**src/rtl/display_bcd_if.sv**
```systemverilog
// Capture/result bundle between a display source and the BCD display driver.
// master drives load/value; slave returns status, packed BCD and segments.
interface display_bcd_if #(
    parameter int IN_W   = 26,
    parameter int DIGITS = 8
);
    logic                  load;
    logic [IN_W-1:0]       value;
    logic                  busy;
    logic                  done;
    logic [4*DIGITS-1:0]   bcd;
    logic [7*DIGITS-1:0]   hex;

    modport master (
        output load, value,
        input  busy, done, bcd, hex
    );

    modport slave (
        input  load, value,
        output busy, done, bcd, hex
    );
endinterface

```
**src/rtl/display_bcd_driver.sv**
```systemverilog
// Binary-to-BCD (sequential double dabble) with registered active-low 7-segment outputs.
// Optional macro LEADING_ZERO_BLANK_EN blanks displays above the most significant non-zero digit.
//
// state  | meaning
// IDLE   | waiting for load
// SHIFT  | double-dabble: add-3 adjust then shift, one input bit per cycle
// UPDATE | publish bcd/hex, pulse done, restart if a value is pending
module display_bcd_driver #(
    parameter int IN_W   = 26,
    parameter int DIGITS = 8
) (
    input  logic          clk,
    input  logic          rst_n,
    display_bcd_if.slave  bus
);

    localparam int BW = 4 * DIGITS;
    localparam int HW = 7 * DIGITS;
    localparam int CW = $clog2(IN_W + 1);

    function automatic int dec_digits(input int w);
        longint unsigned v;
        int              n;
        v = (64'd1 << w) - 64'd1;
        n = 1;
        while (v >= 64'd10) begin
            v = v / 64'd10;
            n++;
        end
        return n;
    endfunction

    generate
        if (IN_W < 1 || IN_W > 63 || dec_digits(IN_W) > DIGITS) begin : g_range_check
            $error("display_bcd_driver: 2^IN_W-1 does not fit in DIGITS decimal digits");
        end
    endgenerate

    function automatic logic [6:0] seg7(input logic [3:0] d);
        case (d)
            4'd0:    return 7'h40;
            4'd1:    return 7'h79;
            4'd2:    return 7'h24;
            4'd3:    return 7'h30;
            4'd4:    return 7'h19;
            4'd5:    return 7'h12;
            4'd6:    return 7'h02;
            4'd7:    return 7'h78;
            4'd8:    return 7'h00;
            4'd9:    return 7'h10;
            default: return 7'h7F;
        endcase
    endfunction

    typedef enum logic [1:0] {
        IDLE   = 2'd0,
        SHIFT  = 2'd1,
        UPDATE = 2'd2
    } state_t;

    state_t            state, state_n;
    logic [BW-1:0]     acc, acc_n, acc_adj;
    logic [IN_W-1:0]   sr, sr_n;
    logic [CW-1:0]     count, count_n;
    logic              pend, pend_n;
    logic [IN_W-1:0]   pend_val, pend_val_n;
    logic              busy_q, busy_n;
    logic              done_q, done_n;
    logic [BW-1:0]     bcd_q, bcd_n;
    logic [HW-1:0]     hex_q, hex_n, hex_enc;

    // Add-3 on every nibble >= 5, applied before the shift.
    always_comb begin
        acc_adj = acc;
        for (int k = 0; k < DIGITS; k++) begin
            if (acc[4*k +: 4] >= 4'd5)
                acc_adj[4*k +: 4] = acc[4*k +: 4] + 4'd3;
        end
    end

    always_comb begin
        hex_enc = '1;
`ifdef LEADING_ZERO_BLANK_EN
        begin : blk_lzb
            logic lead;
            lead = 1'b1;
            for (int k = DIGITS - 1; k >= 0; k--) begin
                if (acc[4*k +: 4] != 4'd0)
                    lead = 1'b0;
                hex_enc[7*k +: 7] = (lead && k != 0) ? 7'h7F : seg7(acc[4*k +: 4]);
            end
        end
`else
        for (int k = 0; k < DIGITS; k++)
            hex_enc[7*k +: 7] = seg7(acc[4*k +: 4]);
`endif
    end

    always_comb begin
        state_n    = state;
        acc_n      = acc;
        sr_n       = sr;
        count_n    = count;
        pend_n     = pend;
        pend_val_n = pend_val;
        busy_n     = busy_q;
        done_n     = 1'b0;
        bcd_n      = bcd_q;
        hex_n      = hex_q;
        case (state)
            IDLE: begin
                if (bus.load) begin
                    sr_n    = bus.value;
                    acc_n   = '0;
                    count_n = CW'(IN_W);
                    busy_n  = 1'b1;
                    state_n = SHIFT;
                end
            end
            SHIFT: begin
                {acc_n, sr_n} = {acc_adj[BW-2:0], sr, 1'b0};
                count_n       = count - CW'(1);
                if (count == CW'(1))
                    state_n = UPDATE;
                if (bus.load) begin
                    pend_n     = 1'b1;
                    pend_val_n = bus.value;
                end
            end
            UPDATE: begin
                bcd_n  = acc;
                hex_n  = hex_enc;
                done_n = 1'b1;
                // A load arriving in this very cycle is newer than any pending value.
                if (bus.load || pend) begin
                    sr_n    = bus.load ? bus.value : pend_val;
                    acc_n   = '0;
                    count_n = CW'(IN_W);
                    pend_n  = 1'b0;
                    busy_n  = 1'b1;
                    state_n = SHIFT;
                end else begin
                    busy_n  = 1'b0;
                    state_n = IDLE;
                end
            end
            default: begin
                state_n = IDLE;
            end
        endcase
    end

    always_ff @(posedge clk) begin
        if (!rst_n) begin
            state    <= IDLE;
            acc      <= '0;
            sr       <= '0;
            count    <= '0;
            pend     <= 1'b0;
            pend_val <= '0;
            busy_q   <= 1'b0;
            done_q   <= 1'b0;
            bcd_q    <= '0;
            hex_q    <= '1;
        end else begin
            state    <= state_n;
            acc      <= acc_n;
            sr       <= sr_n;
            count    <= count_n;
            pend     <= pend_n;
            pend_val <= pend_val_n;
            busy_q   <= busy_n;
            done_q   <= done_n;
            bcd_q    <= bcd_n;
            hex_q    <= hex_n;
        end
    end

    assign bus.busy = busy_q;
    assign bus.done = done_q;
    assign bus.bcd  = bcd_q;
    assign bus.hex  = hex_q;

endmodule

```
**src/flat_wrapper.sv**
```systemverilog
// flat-port wrapper written by rule: the top's interface ports become plain ports
module display_bcd_driver_flat 
#(
    parameter int IN_W   = 26,
    parameter int DIGITS = 8
)
  (clk, rst_n, bus_load, bus_value, bus_busy, bus_done, bus_bcd, bus_hex);
  display_bcd_if #(.IN_W(IN_W), .DIGITS(DIGITS)) bus_i ();
  input  logic clk;
  input  logic rst_n;
  input wire logic [$bits(bus_i.load)-1:0] bus_load;
  input wire logic [$bits(bus_i.value)-1:0] bus_value;
  output wire logic [$bits(bus_i.busy)-1:0] bus_busy;
  output wire logic [$bits(bus_i.done)-1:0] bus_done;
  output wire logic [$bits(bus_i.bcd)-1:0] bus_bcd;
  output wire logic [$bits(bus_i.hex)-1:0] bus_hex;
  assign bus_i.load = bus_load;
  assign bus_i.value = bus_value;
  assign bus_busy = bus_i.busy;
  assign bus_done = bus_i.done;
  assign bus_bcd = bus_i.bcd;
  assign bus_hex = bus_i.hex;
  display_bcd_driver #(.IN_W(IN_W), .DIGITS(DIGITS)) u_core (.clk(clk), .rst_n(rst_n), .bus(bus_i));
endmodule
```
**config.mk**
```make
export PLATFORM = sky130hd
export DESIGN_NAME = display_bcd_driver_flat
export DESIGN_NICKNAME = d
export VERILOG_FILES = /design/src/rtl/display_bcd_if.sv /design/src/rtl/display_bcd_driver.sv /design/src/flat_wrapper.sv
export SDC_FILE = /design/constraint.sdc
export NUM_CORES = 1
export LEC_CHECK = 0
export ABC_CLOCK_PERIOD_IN_PS = 2100
export CAP_MARGIN = 20
export CORE_MARGIN = 5
export CORE_UTILIZATION = 35
export CTS_CLUSTER_DIAMETER = 80
export DETAILED_ROUTE_END_ITERATION = 7
export SKIP_LAST_GASP = 1
export SLEW_MARGIN = 5
export SYNTH_ARGS = -nofsm -noshare
export SYNTH_HDL_FRONTEND = slang
export SYNTH_SLANG_ARGS = --single-unit
export TNS_END_PERCENT = 10
```
**constraint.sdc**
```tcl
create_clock -name clk -period 2.1 [get_ports clk]
set_input_delay 0.315 -clock clk [delete_from_list [all_inputs] [get_ports clk]]
set_output_delay 0.315 -clock clk [all_outputs]
set_load 0.01 [all_outputs]
```
==> results by group, run 1 <==
Run status
  – Status: complete, no violations

Global route
  – Initial antenna violation count: 0
  – Largest net degree at the start of global routing: 76
  – First-pass GRT wire length: around 39 mm
  – Total congestion overflow: 0
  – Total track usage: 0.1604
  – Vias in the first global route: roughly 7400

CTS
  – Worst-path clk slew: about 70 ps
  – Clk_lat worst skew: approximately 440 ps
  – CTS Buffer Depth: 2
  – Hold-fix buffers, CTS: 0
  – CTS root buffer: clkbuf_16
  – CTS sink cnt: between 150 and 200
  – CTS tree: done
  – Postcts setup bufs: 0
  – H-tree levels: 4
  – Number of buffers created by CTS: 17
  – Post-CTS Resized: 0

Critical path
  – WP data arrival: 2310 ps
  – WS Path Type: flip-flop to flip-flop
  – Worst setup EP type: flip-flop
  – CP required: 2410 ps
  – CP Max Fanout: 14
  – Startpoint Class: flip-flop

Logic synthesis
  – Yosys reg bits: approximately 180
  – Netlist Area Pre-Place: 9042 um^2
  – Count of cell types in the netlist: between 40 and 50
  – Warnings, synthesis: 0
  – Post-synthesis sequential area ratio: 0.4029
  – Synth Instances: about 1100
  – Async S/R FF share, synth: 0
  – Mapped Nets: ~1100
  – Syn Area/Cell: 8.547 um^2
  – Top_reg_cell synth: dfxtp_1
  – EDFF count, synth: 0

STA
  – RSZ-0062 raised after global routing: yes
  – Highest Clock Rate: around 500 MHz
  – Rel. slew slack: 0.6186
  – Hold_ws: between 200 and 250 ps
  – Final worst clock skew: between 15 and 20 ps
  – Max-slew violation count: 0
  – Finish-stage setup viols: 0
  – Final worst path period need: approximately 2000 ps
  – Total Negative Setup Slacks: 0 ps
  – Final hold viol count: 0
  – Worst-Margin Slew: approximately 570 ps
  – Final worst-path cycle share: 0.9529

Floorplanning
  – Area of the core: ~25000 um^2
  – Chip Width: 170.7 um
  – Initial Util: 0.3570
  – Cell row count: 58
  – Die area: between 20000 and 30000 um^2
  – I/O pin count: 119
  – Die H: around 170 um

Routing
  – Drt wl/cell: roughly 15 um
  – DR vias: between 7000 and 8000
  – Initial DRC count: 414
  – Drt pass-1 iters: 5
  – Vias per cell: 5.187
  – Final WL: ~23 mm
  – ANT nets after route: 0
  – # DRC: 0

Power
  – Static Leak: roughly 4.1 nW
  – Peak supply drop: around 0.57 mV
  – P_sw: 2.721 mW
  – P_int: roughly 6.5 mW
  – Seq pwr share: 0.425
  – Power share of the combinational group: 0.204
  – Final total power: 9.177 mW
  – Clock Power Share: 0.371
  – Net switching fraction of the power: 0.2965
  – PD cells: around 810 nW/um^2

Hold path
  – Hold/Removal Path Class: input port to flip-flop

Cells and area
  – Area grow syn2layout: 25.38%
  – FILL cells: 2487
  – Net count, final: 1225
  – Layout cells sized above 1: 0.09569
  – Sequential standard cell area: 3643 um^2
  – Multi-input logic area: 4935 um^2
  – Antenna diodes: 0

Job
  – Max_cap viols: 0

Place
  – RePlAce Congestion: 0.7938
  – Port-buffer cells: around 120
  – DP Wirelength: approximately 16 mm
per-layer routing:
layer  vias up  part of all wire  GRT usage
met3        11             0.041    0.03050
met5         -                 0          0
met4         0            0.0080    0.03819
met1      3652              0.47     0.2152
met2       129              0.48     0.2681
li1       3937                 -          -
Yosys cell counts, drive strengths merged, types with 26 or more instances:
library cell / n / area share
nand2: 165 / 0.068
nor2: 46 / 0.019
clkbuf: 68 / 0.028
a21boi: 37 / 0.031
a21oi: 26 / 0.014
mux2: 32 / 0.040
inv: 34 / 0.014
o21ai: 86 / 0.048
ha: 49 / 0.068
nor2b: 27 / 0.019
nand3: 53 / 0.029
dfxtp: 182 / 0.40
mux2i: 36 / 0.040
critical path, stage by stage, from the launching register on:
cell	delay, ps
dfxtp_1	380
inv_1	110
ha_1	240
nor2b_1	140
or3_2	480
buf_4	230
buf_12	150
nand3_1	70
o21ai_0	80
kinds of logic (layout without fill, tap and decap cells):
group	after synthesis	count (layout)	share of synthesized area
buffers and inverters	123	225	0.05355
AO/OA/AOI/OAI	303	303	0.2287
AND/OR/NAND/NOR	333	333	0.1673
multiplexers	68	68	0.07970
flip-flops	182	182	0.4029
adder cells (fa/ha/maj)	49	49	0.06780
layout by cell type (no fill, tap or decap), types with 27 or more instances in the layout:
cell type and instances:
dfxtp_1 182, o21ai_0 86, buf_4 32, nand2_1 165
mux2i_1 36, nand3_1 53, clkdlybuf4s50_1 117, a21boi_0 37
inv_1 33, mux2_2 32, nor2b_1 27, ha_1 48
nor2_1 45
final cells by class:
class | instances | share of cell area
multi-input combinational | 753 | 0.4353
timing repair buffer | 158 | 0.1404
inverter | 35 | 0.01159
sequential | 182 | 0.3214
clock buffer | 18 | 0.03785
clock inverter | 14 | 0.01711
tap | 330 | 0.03642
state kept, by name (all words and copies together), names as in the netlist:
signal           count
u_core.bus.bcd      32
u_core.bus.hex      56
u_core.state         2
u_core.bus.done      1
u_core.acc          32
u_core.pend          1
u_core.pend_val     26
u_core.bus.busy      1
u_core.count         5
u_core.sr           26
power by group through the flow:
stage	logic (mW)	clock network, mW	registers [mW]
6_report	1.87	3.41	3.90
5_1_grt	2.08	3.64	3.94
4_1_cts	1.89	3.49	3.90
3_5_place_dp	1.88	0	3.97
3_3_place_gp	1.85	0	3.98
2_1_floorplan	1.17	0	3.94
through the flow:
step | utilization | instance area (um^2) | instances | worst slack, ps
floorplan | - | 9042 | 1058 | 156.8
detailed placement | 0.4230 | 10710 | 1458 | 0.9415
global route | 0.4476 | 11340 | 1490 | -7.071
global placement | 0.4230 | 10710 | 1458 | 22.04
finish | 0.4476 | 11340 | 1490 | 98.99
CTS | 0.4476 | 11340 | 1490 | 90.27
final timing paths:
path / to / slack, ps / startpoint / cells after the start
setup reg to reg: u_core.sr[9]$_SDFFE_PN0P_ / 100 / u_core.state[0]$_SDFFE_PN0P_ / 8
hold / removal: u_core.sr[25]$_SDFFE_PN0P_ / 210 / rst_n / 3
setup / recovery: u_core.sr[9]$_SDFFE_PN0P_ / 100 / u_core.state[0]$_SDFFE_PN0P_ / 8
hold reg to reg: u_core.sr[25]$_SDFFE_PN0P_ / 460 / u_core.sr[25]$_SDFFE_PN0P_ / 2
No activity file was read; power rests on OpenSTA's default activity.
==> run 2, diff against run 1 <==
- HOLD_SLACK_MARGIN: unset -> 0.12
==> results of run 2 <==
Same layout as run 1: the final DEF is identical, and so are final timing and power.
==> run 3, diff against run 2 <==
- ABC_CLOCK_PERIOD_IN_PS: 2100 -> 2600
- clock period: 2.1 -> 2.6 ns (I/O delays scaled with it)
==> results by group, run 3 (synthesized netlist as in run 1, its figures left out) <==
Run status
  – Status: complete, no violations

Cells and area
  – Post-Layout Cell Count: between 1000 and 1500
  – Net count, final: 1206
  – Highest-count cells in the layout ignoring fill and taps: 182 x dfxtp_1, 165 x nand2_1, 117 x clkdlybuf4s50_1, 86 x o21ai_0, 53 x nand3_1
  – Antenna diodes: 0
  – Layout cells sized above 1: 0.08151
  – Area grow syn2layout: 23.11%
  – Max reg flops: 56
  – Commonest non-fill, non-tap cell in the layout: dfxtp_1

STA
  – Rel. slew slack: 0.6238
  – Total Negative Setup Slacks: 0 ps
  – Worst Slack Setup Final: 531.0 ps
  – Final worst-path cycle share: 0.7958
  – Final worst path period need: around 2100 ps
  – Final worst clock skew: between 10 and 15 ps
  – Max-slew violation count: 0
  – Final hold viol count: 0
  – RSZ-0062 raised after global routing: no
  – Highest Clock Rate: roughly 480 MHz
  – Finish-stage setup viols: 0
  – Worst-Margin Slew: roughly 560 ps

Critical path
  – Startpoint Class: flip-flop
  – Crit path max-delay cell type: or3_2
  – Crit-path max cell delay: about 550 ps
  – CP required: between 2000 and 3000 ps
  – WP data arrival: 2440 ps
  – WS Path Type: flip-flop to flip-flop
  – CP Cell Sequence: inv_1, ha_4, nor3b_1, or3_2, nor2_2, a32o_1
  – CP Max Fanout: 8
  – Largest delay contributor family on the critical path: simple AND/OR/NAND/NOR gates
  – Worst setup EP type: flip-flop
  – Critical path buffer and inverter count: 1

Power
  – Static Leak: between 4 and 5 nW
  – Peak supply drop: between 0.4 and 0.5 mV
  – PD cells: 650.9 nW/um^2

CTS
  – Postcts setup bufs: 0
  – Hold-fix buffers, CTS: 0
  – CTS sink cnt: approximately 180
  – Clk_lat worst skew: between 400 and 500 ps
  – H-tree levels: 4
  – CTS Buffer Depth: 2
  – CTS root buffer: clkbuf_16
  – Number of buffers created by CTS: 17
  – Post-CTS Resized: 0
  – CTS tree: done
  – Worst-path clk slew: approximately 70 ps

Global route
  – Total track usage: 0.1560
  – Vias in the first global route: about 7300
  – First-pass GRT wire length: about 38 mm
  – Largest net degree at the start of global routing: approximately 110
  – Total congestion overflow: 0
  – Initial antenna violation count: 0

Routing
  – ANT nets after route: 0
  – Final WL: ~23 mm
  – Vias per cell: approximately 5.2
  – Drt wl/cell: around 15 um
  – DR vias: 7654
  – Drt pass-1 iters: 5
  – # DRC: 0
  – Initial DRC count: 477

Hold path
  – Hold/Removal Path Class: input port to flip-flop

Job
  – Max_cap viols: 0

Floorplanning
  – Initial Util: 0.3570
  – I/O pin count: about 120
  – Cell row count: 58
  – Area of the core: 25330 um^2
  – Die H: approximately 170 um
  – Die area: slightly below 30000 um^2
  – Chip Width: ~170 um

Place
  – DP Wirelength: between 15 and 20 mm
  – Placed cell count: ~1400
  – RePlAce Congestion: between 0.7 and 0.8
  – Port-buffer cells: 118
  – DP Worst Slack: about 340 ps
==> run 3: routing by layer <==
metal / wire length, um / up-vias / GRT usage
li1: - / 3903 / -
met1: 10780 / 3601 / 0.2115
met2: 10720 / 139 / 0.2586
met3: 1007 / 11 / 0.03396
met4: 163 / 0 / 0.02951
met5: 0 / - / 0
==> run 3: report_power, final <==
group          total, mW  switching [mW]  internal, mW
Combinational       1.41           0.844         0.569
Sequential          3.15           0.136          3.02
Clock               2.68            1.22          1.46
Total               7.25            2.20          5.05
==> run 3: final cells by class <==
type,instances,area (um^2)
Timing Repair Buffer,139,1399
Multi-Input combinational cell,753,4935
Clock inverter,15,185.2
Tap cell,330,412.9
Inverter,35,131.4
Sequential cell,182,3643
Clock buffer,17,425.4
Fill cell,2478,14190
==> run 3: worst reg2reg max path, cell delays in order, from the launching register on <==
cell     delay (ps)
dfxtp_1         380
inv_1           110
ha_4            180
nor3b_1         170
or3_2           550
nor2_2          430
a32o_1          190
==> run 3: worst paths after layout <==
| kind | depth (start not counted) | slack (ps) | to | start |
|---|---|---|---|---|
| max | 6 | 530 | u_core.acc[26]$_SDFFE_PN0P_ | u_core.state[0]$_SDFFE_PN0P_ |
| min | 2 | 290 | u_core.bus.hex[50]$_SDFFE_PN1P_ | rst_n |
| max reg2reg | 6 | 530 | u_core.acc[26]$_SDFFE_PN0P_ | u_core.state[0]$_SDFFE_PN0P_ |
| min reg2reg | 2 | 460 | u_core.sr[25]$_SDFFE_PN0P_ | u_core.sr[25]$_SDFFE_PN0P_ |
==> run 3: stage by stage <==
| stage | instance area (um^2) | power [mW] | hold WS, ps | util |
|---|---|---|---|---|
| after CTS | 11130 | 7.322 | 288.0 | 0.4395 |
| final | 11130 | 7.246 | 293.6 | 0.4395 |
| after global routing | 11130 | 7.637 | 294.1 | 0.4395 |
| after floorplan | 9042 | 4.132 | 434.6 | - |
| after detailed placement | 10520 | 4.637 | 449.3 | 0.4154 |
| after global placement | 10520 | 4.612 | 444.2 | 0.4154 |
